<file path="src/rtl/sprite_pkg.sv">
// Shared types and constants for the player sprite pipeline.
package sprite_pkg;

    typedef enum logic {
        IDLE = 1'b0,
        WALK = 1'b1
    } anim_state_t;

    localparam int PLAYER_W      = 28;
    localparam int PLAYER_H      = 92;
    localparam int PLAYER_FRAMES = 4;

    // Counter width that never collapses to zero bits.
    function automatic int clog2_min1(input int n);
        return (n > 1) ? $clog2(n) : 1;
    endfunction

endpackage

</file>
<file path="src/rtl/anim_frame_sequencer.sv">
// Walk-pose sequencer: latches motion and direction once per screen frame.
module anim_frame_sequencer
    import sprite_pkg::*;
#(
    parameter int NUM_FRAMES = PLAYER_FRAMES,
    parameter int HOLD       = 6,
    parameter int FW         = clog2_min1(NUM_FRAMES),
    parameter int HW         = clog2_min1(HOLD)
) (
    input  logic          frame_Clk,
    input  logic          Reset,
    input  logic          fs_i,
    input  logic          moving_i,
    input  logic          dir_i,
    output anim_state_t   state_o,
    output logic [FW-1:0] frame_o,
    output logic [FW-1:0] frame_nx_o,
    output logic          dir_nx_o
);

    localparam logic [FW-1:0] FRAME_LAST = FW'(NUM_FRAMES - 1);
    localparam logic [HW-1:0] HOLD_LAST  = HW'(HOLD - 1);

    anim_state_t   state_q, state_d;
    logic [FW-1:0] frame_q, frame_d;
    logic [HW-1:0] hold_q, hold_d;
    logic          dir_q, dir_d;

    always_ff @(posedge frame_Clk) begin
        if (Reset) begin
            state_q <= IDLE;
            frame_q <= '0;
            hold_q  <= '0;
            dir_q   <= 1'b0;
        end else begin
            state_q <= state_d;
            frame_q <= frame_d;
            hold_q  <= hold_d;
            dir_q   <= dir_d;
        end
    end

    always_comb begin
        state_d = state_q;
        frame_d = frame_q;
        hold_d  = hold_q;
        dir_d   = dir_q;
        if (fs_i) begin
            dir_d = dir_i;
            unique case (state_q)
                IDLE: begin
                    if (moving_i)
                        state_d = WALK;
                end
                WALK: begin
                    if (!moving_i) begin
                        state_d = IDLE;
                        frame_d = '0;
                        hold_d  = '0;
                    end else if (hold_q == HOLD_LAST) begin
                        hold_d  = '0;
                        frame_d = (frame_q == FRAME_LAST) ? '0 : frame_q + 1'b1;
                    end else begin
                        hold_d  = hold_q + 1'b1;
                    end
                end
                default: state_d = IDLE;
            endcase
        end
    end

    assign state_o    = state_q;
    assign frame_o    = frame_q;
    assign frame_nx_o = frame_d;
    assign dir_nx_o   = dir_d;

endmodule

</file>
<file path="src/rtl/player_sprite_animator.sv">
// Player bounding-box test and sprite ROM address generation.
module player_sprite_animator
    import sprite_pkg::*;
#(
    parameter int SPR_W      = PLAYER_W,
    parameter int SPR_H      = PLAYER_H,
    parameter int NUM_FRAMES = PLAYER_FRAMES,
    parameter int HOLD       = 6,
    parameter int BASE       = 0,
    parameter int DIR_STRIDE = SPR_W * SPR_H * NUM_FRAMES,
    parameter int ADDR_W     = 21
) (
    input  logic                                frame_Clk,
    input  logic                                Reset,
    input  logic                                moving,
    input  logic                                playerDirection,
    input  logic [9:0]                          DrawX,
    input  logic [9:0]                          DrawY,
    input  logic [9:0]                          PlayerX,
    input  logic [9:0]                          PlayerY,
    output logic                                playerOn,
    output logic [ADDR_W-1:0]                   spriteAddress,
    output logic [clog2_min1(NUM_FRAMES)-1:0]   animFrame
);

    localparam int FW = clog2_min1(NUM_FRAMES);

    anim_state_t   anim_state;
    logic [FW-1:0] frame_cur, frame_nx;
    logic          dir_nx;
    logic          fs;

    assign fs = (DrawX == 10'd0) && (DrawY == 10'd0);

    anim_frame_sequencer #(
        .NUM_FRAMES (NUM_FRAMES),
        .HOLD       (HOLD)
    ) u_seq (
        .frame_Clk  (frame_Clk),
        .Reset      (Reset),
        .fs_i       (fs),
        .moving_i   (moving),
        .dir_i      (playerDirection),
        .state_o    (anim_state),
        .frame_o    (frame_cur),
        .frame_nx_o (frame_nx),
        .dir_nx_o   (dir_nx)
    );

    // 11-bit bounds so a sprite near the right/bottom edge never wraps.
    logic [10:0] x_lo, x_hi, y_lo, y_hi;
    logic        in_box;

    assign x_lo   = {1'b0, PlayerX};
    assign y_lo   = {1'b0, PlayerY};
    assign x_hi   = x_lo + 11'(SPR_W);
    assign y_hi   = y_lo + 11'(SPR_H);
    assign in_box = ({1'b0, DrawX} >= x_lo) && ({1'b0, DrawX} < x_hi)
                 && ({1'b0, DrawY} >= y_lo) && ({1'b0, DrawY} < y_hi);

    logic [9:0]  dx, dy;
    logic [31:0] addr_full;

    assign dx = DrawX - PlayerX;
    assign dy = DrawY - PlayerY;

    // Uses next-state dir/frame so the frame-start pixel sees the new pose.
    assign addr_full = 32'(BASE)
                     + (dir_nx ? 32'(DIR_STRIDE) : 32'd0)
                     + 32'(frame_nx) * 32'(SPR_W * SPR_H)
                     + 32'(dy) * 32'(SPR_W)
                     + 32'(dx);

    logic              on_q, on_d;
    logic [ADDR_W-1:0] addr_q, addr_d;

    always_comb begin
        on_d   = in_box;
        addr_d = addr_q;
        if (in_box)
            addr_d = addr_full[ADDR_W-1:0];
    end

    always_ff @(posedge frame_Clk) begin
        if (Reset) begin
            on_q   <= 1'b0;
            addr_q <= '0;
        end else begin
            on_q   <= on_d;
            addr_q <= addr_d;
        end
    end

    assign playerOn      = on_q;
    assign spriteAddress = addr_q;
    assign animFrame     = (anim_state == WALK) ? frame_cur : '0;

endmodule
</file>
<file path="config.mk">
export PLATFORM = sky130hd
export DESIGN_NAME = player_sprite_animator
export DESIGN_NICKNAME = d
export VERILOG_FILES = /design/src/rtl/sprite_pkg.sv /design/src/rtl/anim_frame_sequencer.sv /design/src/rtl/player_sprite_animator.sv
export SDC_FILE = /design/constraint.sdc
export NUM_CORES = 1
export LEC_CHECK = 0
export ABC_AREA = 1
export CAP_MARGIN = 30
export CELL_PAD_IN_SITES_DETAIL_PLACEMENT = 2
export CELL_PAD_IN_SITES_GLOBAL_PLACEMENT = 2
export CORE_MARGIN = 5
export CORE_UTILIZATION = 31
export CTS_BUF_LIST = sky130_fd_sc_hd__clkbuf_16
export DETAILED_ROUTE_END_ITERATION = 8
export GPL_TIMING_DRIVEN = 0
export HOLD_SLACK_MARGIN = 0.15
export PLACE_DENSITY = 0.93
export SLEW_MARGIN = 10
export SYNTH_ARGS = -nofsm -noshare
export SYNTH_HDL_FRONTEND = slang
export SYNTH_SLANG_ARGS = --single-unit
</file>
<file path="constraint.sdc">
create_clock -name frame_Clk -period 6.9 [get_ports frame_Clk]
set_clock_uncertainty 0.05 [all_clocks]
set_input_delay 0.69 -clock frame_Clk [delete_from_list [all_inputs] [get_ports frame_Clk]]
set_output_delay 0.69 -clock frame_Clk [all_outputs]
set_load 0.01 [all_outputs]
</file>
After elaboration in Yosys (flattened, before gate mapping). Cells that the tools add are included.

Output and inout bits: 24. Input bits: 44. Logic and storage cells: 41. Register bits after elaboration: 29.

Muxes and demuxes: 11. Reduce and logical (&&, ||, !) cells: 7. Add/sub/neg operators: 9. Magnitude comparators: 4. $mul: 2. Equality and inequality tests: 2.

Operators with widths (number): less-than comparator 10 x 11 -> 1 bit (2); greater-or-equal comparator 10 bit (2); zero test 10 bit (2); subtractor 10 bit (2); adder 16 x 10 -> 17 bit (1); adder 15 x 15 -> 16 bit (1); adder 14 x 14 -> 15 bit (1); two-way mux 14 bit (1); multiplier 10 x 3 -> 13 bit, second input constant (1); two-way mux 2 bit (6); adder 10 x 5 -> 11 bit, second input constant (1); adder 10 x 7 -> 11 bit, second input constant (1); multiplier 2 x 8 -> 10 bit, second input constant (1); two-way mux 3 bit (2); logical AND 1 bit (4); adder 3 x 1 -> 3 bit, second input constant (1); equality test 3 bit, second input constant (1); adder 2 x 1 -> 2 bit, second input constant (1); equality test 2 bit, second input constant (1); two-way mux 1 bit (2); AND reduction 2 bit (1).

Logic depth before layout (Yosys ltp). Gate-level depths: netlist of the first run.

Depth in word-level cells: 10. Depth in mapped cells: 32. Gate-level depth less buffers: 32.

By module. From an unflattened synthesis of the first run, not the netlist that was laid out.

Cell total of the unflattened synthesis: 672. Area, all modules: 4490.6 um^2.

Modules (own cells, without submodules): player_sprite_animator (area each 4127.7 um^2, sequential area each 360.3 um^2, times used 1, cells an instance 620); anim_frame_sequencer (area each 362.8 um^2, sequential area each 140.1 um^2, times used 1, cells an instance 52).

Worst setup path after synthesis of the first run. No wires, ideal clock.

Kind: input -> register. From: in DrawY[0]. To: reg addr_q[14], in the netlist spriteAddress[14]. Slack: 1560 ps. Path buffers: 0. Library setup time: 113 ps. Data required time: 6737 ps. Arrival time: 5178 ps. Stages: 31. Path through: inv_1 -> ha_1 -> fa_1 -> o21ai_2 -> xor2_1 -> xnor2_1 -> inv_1 -> ha_1 -> a21o_1 -> ha_1 -> a21oi_1 -> o21ai_0 -> a21oi_1 -> nor2_1 -> nor2_1 -> xor2_1 -> fa_1 -> inv_1 -> ha_1 -> ha_1 -> inv_1 -> o21ai_0 -> nor2_1 -> nand2_1 -> nand2_1 -> nand2_1 -> nand2_1 -> nand2_1 -> nand3_1 -> nand2_1 -> nor2_1.

Cells in the longest elaborated chain, start to end: 7. Elaborated cells between the ends (all ways): 15. Those cells by class: add/sub: 4; mul: 2; order compare: 2; mux: 3; reduce/logical: 4.

Ends and longest elaborated chain: start, declared (line player_sprite_animator.sv:18) `input logic [9:0] DrawY,`; zero test 10 bit (line player_sprite_animator.sv:33) `assign fs = (DrawX == 10'd0) && (DrawY == 10'd0);`; logical AND 1 bit (line player_sprite_animator.sv:33); two-way mux 2 bit or two-way mux 1 bit (tied branches) (line anim_frame_sequencer.sv:48) `if (fs_i) begin`; multiplier 2 x 8 -> 10 bit or two-way mux 14 bit (tied branches) (line player_sprite_animator.sv:70, player_sprite_animator.sv:69); adder 14 x 14 -> 15 bit (line player_sprite_animator.sv:70) `+ 32'(frame_nx) * 32'(SPR_W * SPR_H)`; adder 15 x 15 -> 16 bit (line player_sprite_animator.sv:71) `+ 32'(dy) * 32'(SPR_W)`; adder 16 x 10 -> 17 bit (line player_sprite_animator.sv:72) `+ 32'(dx);`; end signal, assigned (line player_sprite_animator.sv:90) `addr_q <= addr_d;`; end, declared (line player_sprite_animator.sv:75) `logic [ADDR_W-1:0] addr_q, addr_d;`.

Several ways; a longest one is shown, not always the timed one. A chain may end at the register's enable or synchronous reset.

Worst setup path after layout of the first run.
From: in PlayerY[4]. To: reg addr_q[16], in the netlist spriteAddress[16].

Cells in the longest elaborated chain, start to end: 4. Elaborated cells between the ends (all ways): 9. Those cells by class: add/sub: 4; mul: 1; order compare: 2; reduce/logical: 2.

Ends and longest elaborated chain: start, declared (line player_sprite_animator.sv:20) `input logic [9:0] PlayerY,`; subtractor 10 bit (line player_sprite_animator.sv:65) `assign dy = DrawY - PlayerY;`; multiplier 10 x 3 -> 13 bit (line player_sprite_animator.sv:71); adder 15 x 15 -> 16 bit (line player_sprite_animator.sv:71); adder 16 x 10 -> 17 bit (line player_sprite_animator.sv:72).

Several ways; a longest one is shown, not always the timed one.

==> results of run 1 <==
## cell usage in the layout (no fill, tap or decap), drive strengths merged
cell           count
xor2              31
nand3             36
o31ai              1
a31oi              3
nand2            160
o21ai             20
nor3               5
o211ai             3
buf                7
nand4              8
o21bai             6
inv              122
nor2              86
clkinvlp           1
xnor2             17
clkbuf             3
or2                1
ha                87
dfxtp             25
clkinv             2
clkdlybuf4s50     63
a221oi             1
fa                11
nor4               3
a21o              11
a21oi             40
conb               4
## per-stage QoR
stage               power, mW   util
global route             2.44  0.382
finish                   2.18  0.382
global placement         1.87  0.376
floorplan                1.51      -
detailed placement       2.05  0.376
CTS                      2.22  0.382
## area by class of cell
| cell class | instances | area share |
|---|---|---|
| tap | 184 | 0.0416 |
| sequential | 25 | 0.0904 |
| buffer | 7 | 0.00972 |
| timing repair buffer | 63 | 0.114 |
| inverter | 124 | 0.0841 |
| clock buffer | 3 | 0.0136 |
| multi-input combinational | 534 | 0.645 |
| clock inverter | 1 | 0.00136 |
## cells in the mapped netlist, drive strengths merged, types with 2 or more instances
cell and count:
nand2 160, inv 122, ha 87, nor2 86
a21oi 40, nand3 36, xor2 31, dfxtp 25
o21ai 20, xnor2 17, a21o 11, fa 11
nand4 8, buf 7, o21bai 6, nor3 5
a31oi 3, nor4 3, o211ai 3, clkinv 2
## sequential cells by signal (all words and copies together), names as in the netlist
| register | cells |
|---|---|
| u_seq.hold_q | 3 |
| spriteAddress | 17 |
| playerOn | 1 |
| u_seq.frame_o | 2 |
| u_seq.dir_q | 1 |
| u_seq.state_o | 1 |
## repair_timing
action                     CTS  global route
resized for setup            0             1
setup endpoints to repair    0             1
hold buffers                 0             0
## kinds of logic (layout without fill, tap and decap cells)
logic type | count (synthesis) | after routing | share of synthesized area
fa+ha+maj | 98 | 98 | 0.286
buf+inv | 131 | 198 | 0.114
flops | 25 | 25 | 0.109
other cells | 1 | 4 | 0.000820
xor+xnor | 48 | 48 | 0.0968
compound gates | 85 | 85 | 0.109
simple gates | 299 | 299 | 0.284
## power breakdown
part,total (mW),switching [mW],internal (mW),leakage [nW]
sequential,0.160,0.00543,0.155,0.203
combinational,1.88,1.15,0.730,2.71
clock,0.136,0.0568,0.0789,0.0371
## metal layers
metal,share of wire,vias to the layer above
li1,-,2314
met1,0.42,2205
met2,0.54,63
met3,0.025,11
met4,0.0099,0
met5,0,-
## worst max-delay path: cells and delay by family
family                   cells  cell delay (ns)
AO/OA/AOI/OAI                7             1.35
buffers and inverters        4             0.71
adder cells (fa/ha/maj)      6             2.06
AND/OR/NAND/NOR             11             1.03
XOR/XNOR                     3             0.76
## how the worst min path moves through the flow
stage                      startpoint                end  slack (ns)  cells past startpoint
floorplan             u_seq.hold_q[2]    u_seq.hold_q[2]        0.41                      2
global placement    spriteAddress[12]  spriteAddress[12]        0.41                      2
global route        spriteAddress[11]  spriteAddress[11]        0.47                      2
finish              spriteAddress[13]  spriteAddress[13]        0.44                      2
CTS                 spriteAddress[11]  spriteAddress[11]        0.45                      2
detailed placement  spriteAddress[13]  spriteAddress[13]        0.43                      2
==> flow_summary.json, run 1 <==
{
  "htreeDepth": 1,
  "fin_crit_sh": 0.931,
  "grt_start_max_net_pins": 16,
  "setup_violations": 0,
  "critical_path.endpoint": "spriteAddress[16]",
  "wl_per_cell_um": 15.4,
  "rsz0062_at_grt": "no",
  "seq_area_frac_synth": 0.109,
  "drt_iter0_drc": 65,
  "grt_first_pass_wirelength_um": 24600,
  "area.growth.synth_to_final_pct": 21.0,
  "drc": 0,
  "die-area_mm2": 0.0173,
  "firstDrtPassIters": 4,
  "drive_gt1_frac": 0.0674,
  "io_buffers": 63,
  "root_buffer": "clkbuf_16",
  "clock_path_buffers": 2,
  "clock_latency_ns": 0.26,
  "grt_pass1_vias": 5368,
  "whs_ns": 0.437,
  "critPathMaxFanout": 5,
  "cts_sinks": 25,
  "power_density_mw_per_mm2": 393,
  "critPathKind": "input port to flip-flop",
  "ys_seq_elements": 25,
  "critPathMaxStageDelay_ns": 0.51,
  "track_usage": 0.166,
  "grtUsageMet2": 0.337,
  "busiest_layer": "met2",
  "use_met3": 0.0134,
  "nFillCells": 1781,
  "r2r_end": "spriteAddress[16]",
  "layoutNonFillerInstCount": 941,
  "use_met1": 0.188,
  "worst_ep_required_time_ns": 7.06,
  "status": "completed",
  "synthTopCellsByArea": "ha_1 24%, nand2_1 12%, dfxtp_1 11%",
  "final_hold_viol_count": 0,
  "start_util": 0.316,
  "crit_path_start": "PlayerY[4]",
  "timing.final.ws_setup_ns": 0.475,
  "hp-class": "flip-flop to flip-flop",
  "synth_top_cell_by_area": "ha_1",
  "tightest_slew_ns": 0.608,
  "crit_path_start_kind": "input port",
  "syn_area_mm2": 0.00457,
  "setup_tns_ns": 0,
  "diodes": 0,
  "seq_area_um2": 500,
  "routed_wl_um": 14500,
  "multi_input_area_mm2": 0.00357,
  "fp.dieW_um": 131,
  "synth_edf_count": 0,
  "dp.cells": 937,
  "ant_nets": 0,
  "ios": 68,
  "syn_avg_cell_area_um2": 6.66,
  "async_flop_share": 0,
  "reg2reg_slack_ns": 2.83,
  "critPathCaptureType": "flip-flop",
  "cts.clk_slew.worst_paths_ns": 0.07,
  "viasPerCell": 4.88,
  "num_rows": 44,
  "report.final.slew_viol_count": 0,
  "layout.nets": 900,
  "pre_cts_slack_ns": 0.123,
  "dp_hpwl_um": 13300,
  "syn_inst": 687,
  "p_leak_nw": 2.95,
  "synth_ff_type": "dfxtp_1",
  "globalplace.congestion": 0.817,
  "design_area_mm2": 0.00554,
  "cap_violations": 0,
  "place_area_mm2": 0.00545,
  "finalCriticalPeriod_ns": 6.42,
  "cp.arrival_ns": 6.58,
  "r2r-start": "u_seq.hold_q[0]",
  "globalRouteOverflowTotal": 0,
  "ir_worst_vdd_v": 0.000170,
  "yosysWarnings": 0,
  "max_freq_mhz": 156,
  "antenna_found_initial": 0,
  "die_y_um": 131,
  "synth_top_area_share": 0.238,
  "core_region_area_mm2": 0.0145,
  "cts-buffers-inserted": 3,
  "relSlewSlack": 0.592,
  "worst-r2r-cell-count": 22,
  "synth_cell_types": 41,
  "vias": 4593,
  "post_cts.repair.setup_buffers": 0,
  "cts_tree": "built",
  "cp_slowest_cell": "clkdlybuf4s50_1",
  "cpMostUsedCell": "nand2_1"
}
Power figures use the tool's default switching activity.
==> inputs of run 2 (changes only) <==
Settings changed: GPL_TIMING_DRIVEN 0 to not set, SLEW_MARGIN 10 to not set.
==> flow_summary.json, run 2 (same netlist as run 1, synthesis figures left out) <==
{
  "critPathMaxFanout": 5,
  "die_y_um": 131,
  "p_leak_nw": 2.91,
  "max_freq_mhz": 155,
  "whs_ns": 0.442,
  "cp.arrival_ns": 6.55,
  "dp_hpwl_um": 13600,
  "drt_iter0_drc": 111,
  "globalRouteOverflowTotal": 0,
  "largest_reg_flops": 17,
  "root_buffer": "clkbuf_16",
  "fp.dieW_um": 131,
  "cap_violations": 0,
  "setup_tns_ns": 0,
  "drive_gt1_frac": 0.0613,
  "power_density_mw_per_mm2": 404,
  "ant_nets": 0,
  "status": "completed",
  "area.growth.synth_to_final_pct": 20.1,
  "start_util": 0.316,
  "vias": 4621,
  "io_buffers": 63,
  "core_region_area_mm2": 0.0145,
  "num_rows": 44,
  "cpMostUsedCell": "nand2_1",
  "routed_wl_um": 15400,
  "relSlewSlack": 0.608,
  "critPathMaxStageDelay_ns": 0.52,
  "setup_violations": 0,
  "die-area_mm2": 0.0173,
  "globalplace.congestion": 0.828,
  "grt_pass1_vias": 5379,
  "cts.clk_slew.worst_paths_ns": 0.07,
  "crit_path_start_kind": "input port",
  "cts_tree": "built",
  "track_usage": 0.175,
  "rsz0062_at_grt": "no",
  "diodes": 0,
  "dp.cells": 930,
  "clock_path_buffers": 2,
  "ios": 68,
  "fin_crit_sh": 0.934,
  "timing.final.ws_setup_ns": 0.453,
  "htreeDepth": 1,
  "grt_start_max_net_pins": 26,
  "layout_common_cells": "147 x nand2_1, 113 x inv_1, 87 x ha_1",
  "post-route-util": 0.379,
  "clock_latency_ns": 0.26,
  "wl_per_cell_um": 16.4,
  "reg2reg_slack_ns": 2.71,
  "layout.cells.most_common": "nand2_1",
  "worst_ep_required_time_ns": 7.00,
  "viasPerCell": 4.95,
  "critPathCaptureType": "flip-flop",
  "firstDrtPassIters": 4,
  "ir_worst_vdd_v": 0.000200,
  "antenna_found_initial": 0,
  "hp-class": "flip-flop to flip-flop",
  "grt_first_pass_wirelength_um": 25700,
  "tightest_slew_ns": 0.584,
  "cts_sinks": 25,
  "final_hold_viol_count": 0,
  "cp_slowest_cell": "clkdlybuf4s50_1",
  "critPathKind": "input port to flip-flop",
  "finalCriticalPeriod_ns": 6.45,
  "layout.nets": 893,
  "pre_cts_slack_ns": 0.0946,
  "report.final.slew_viol_count": 0,
  "cts-buffers-inserted": 3,
  "post_cts.repair.setup_buffers": 0,
  "drc": 0,
  "layoutNonFillerInstCount": 934
}
-- run 2: area by class of cell --
cell class	count	area, um2
fill	1782	8980
multi-input combinational	534	3580
timing repair buffer	63	631
sequential	25	500
inverter	124	465
tap	184	230
clock buffer	3	75.1
clock inverter	1	7.51
-- run 2: worst paths after layout --
kind                     start           endpoint  depth (start not counted)
min reg2reg  spriteAddress[12]  spriteAddress[12]                          2
max reg2reg    u_seq.hold_q[1]  spriteAddress[14]                         24
max                 PlayerY[4]  spriteAddress[14]                         32
min          spriteAddress[12]  spriteAddress[12]                          2
-- run 2: per-layer routing --
| metal | wire length, um | vias up | track usage |
|---|---|---|---|
| li1 | - | 2295 | - |
| met1 | 6330 | 2227 | 0.194 |
| met2 | 8360 | 77 | 0.355 |
| met3 | 388 | 22 | 0.0149 |
| met4 | 279 | 0 | 0.0371 |
| met5 | 0 | - | 0 |
-- run 2: critical path: cells and delay by family --
family | cells | cell delay, ns
adders and majority gates | 6 | 2.20
buffers and inverters | 5 | 0.79
and+or+nand+nor | 12 | 1.07
xor gates and xnor gates | 3 | 0.58
AOI/OAI and AO/OA | 6 | 1.25
-- run 2: metrics by stage --
stage                     total power, mW  cell area (um2)
final                                2.22             5490
after global routing                 2.46             5490
after CTS                            2.24             5480
after detailed placement             2.02             5390
after global placement               1.89             5390
after floorplan                      1.51             4590
-- run 2: timing repair --
action,CTS,global route
gates resized for setup,0,4
endpoints found under the setup margin,0,2
hold buffers,0,0
-- run 2: report_power, final --
| group | leakage [nW] | internal (mW) | switching [mW] |
|---|---|---|---|
| Sequential | 0.203 | 0.155 | 0.00541 |
| Clock | 0.0371 | 0.0789 | 0.0573 |
| Combinational | 2.67 | 0.730 | 1.19 |
| Total | 2.91 | 0.964 | 1.26 |
==> inputs of run 3 (changes only) <==
Settings changed: CAP_MARGIN 30 to not set.
==> results of run 3 <==
No change in the layout: final DEF, timing and power equal those of run 2.
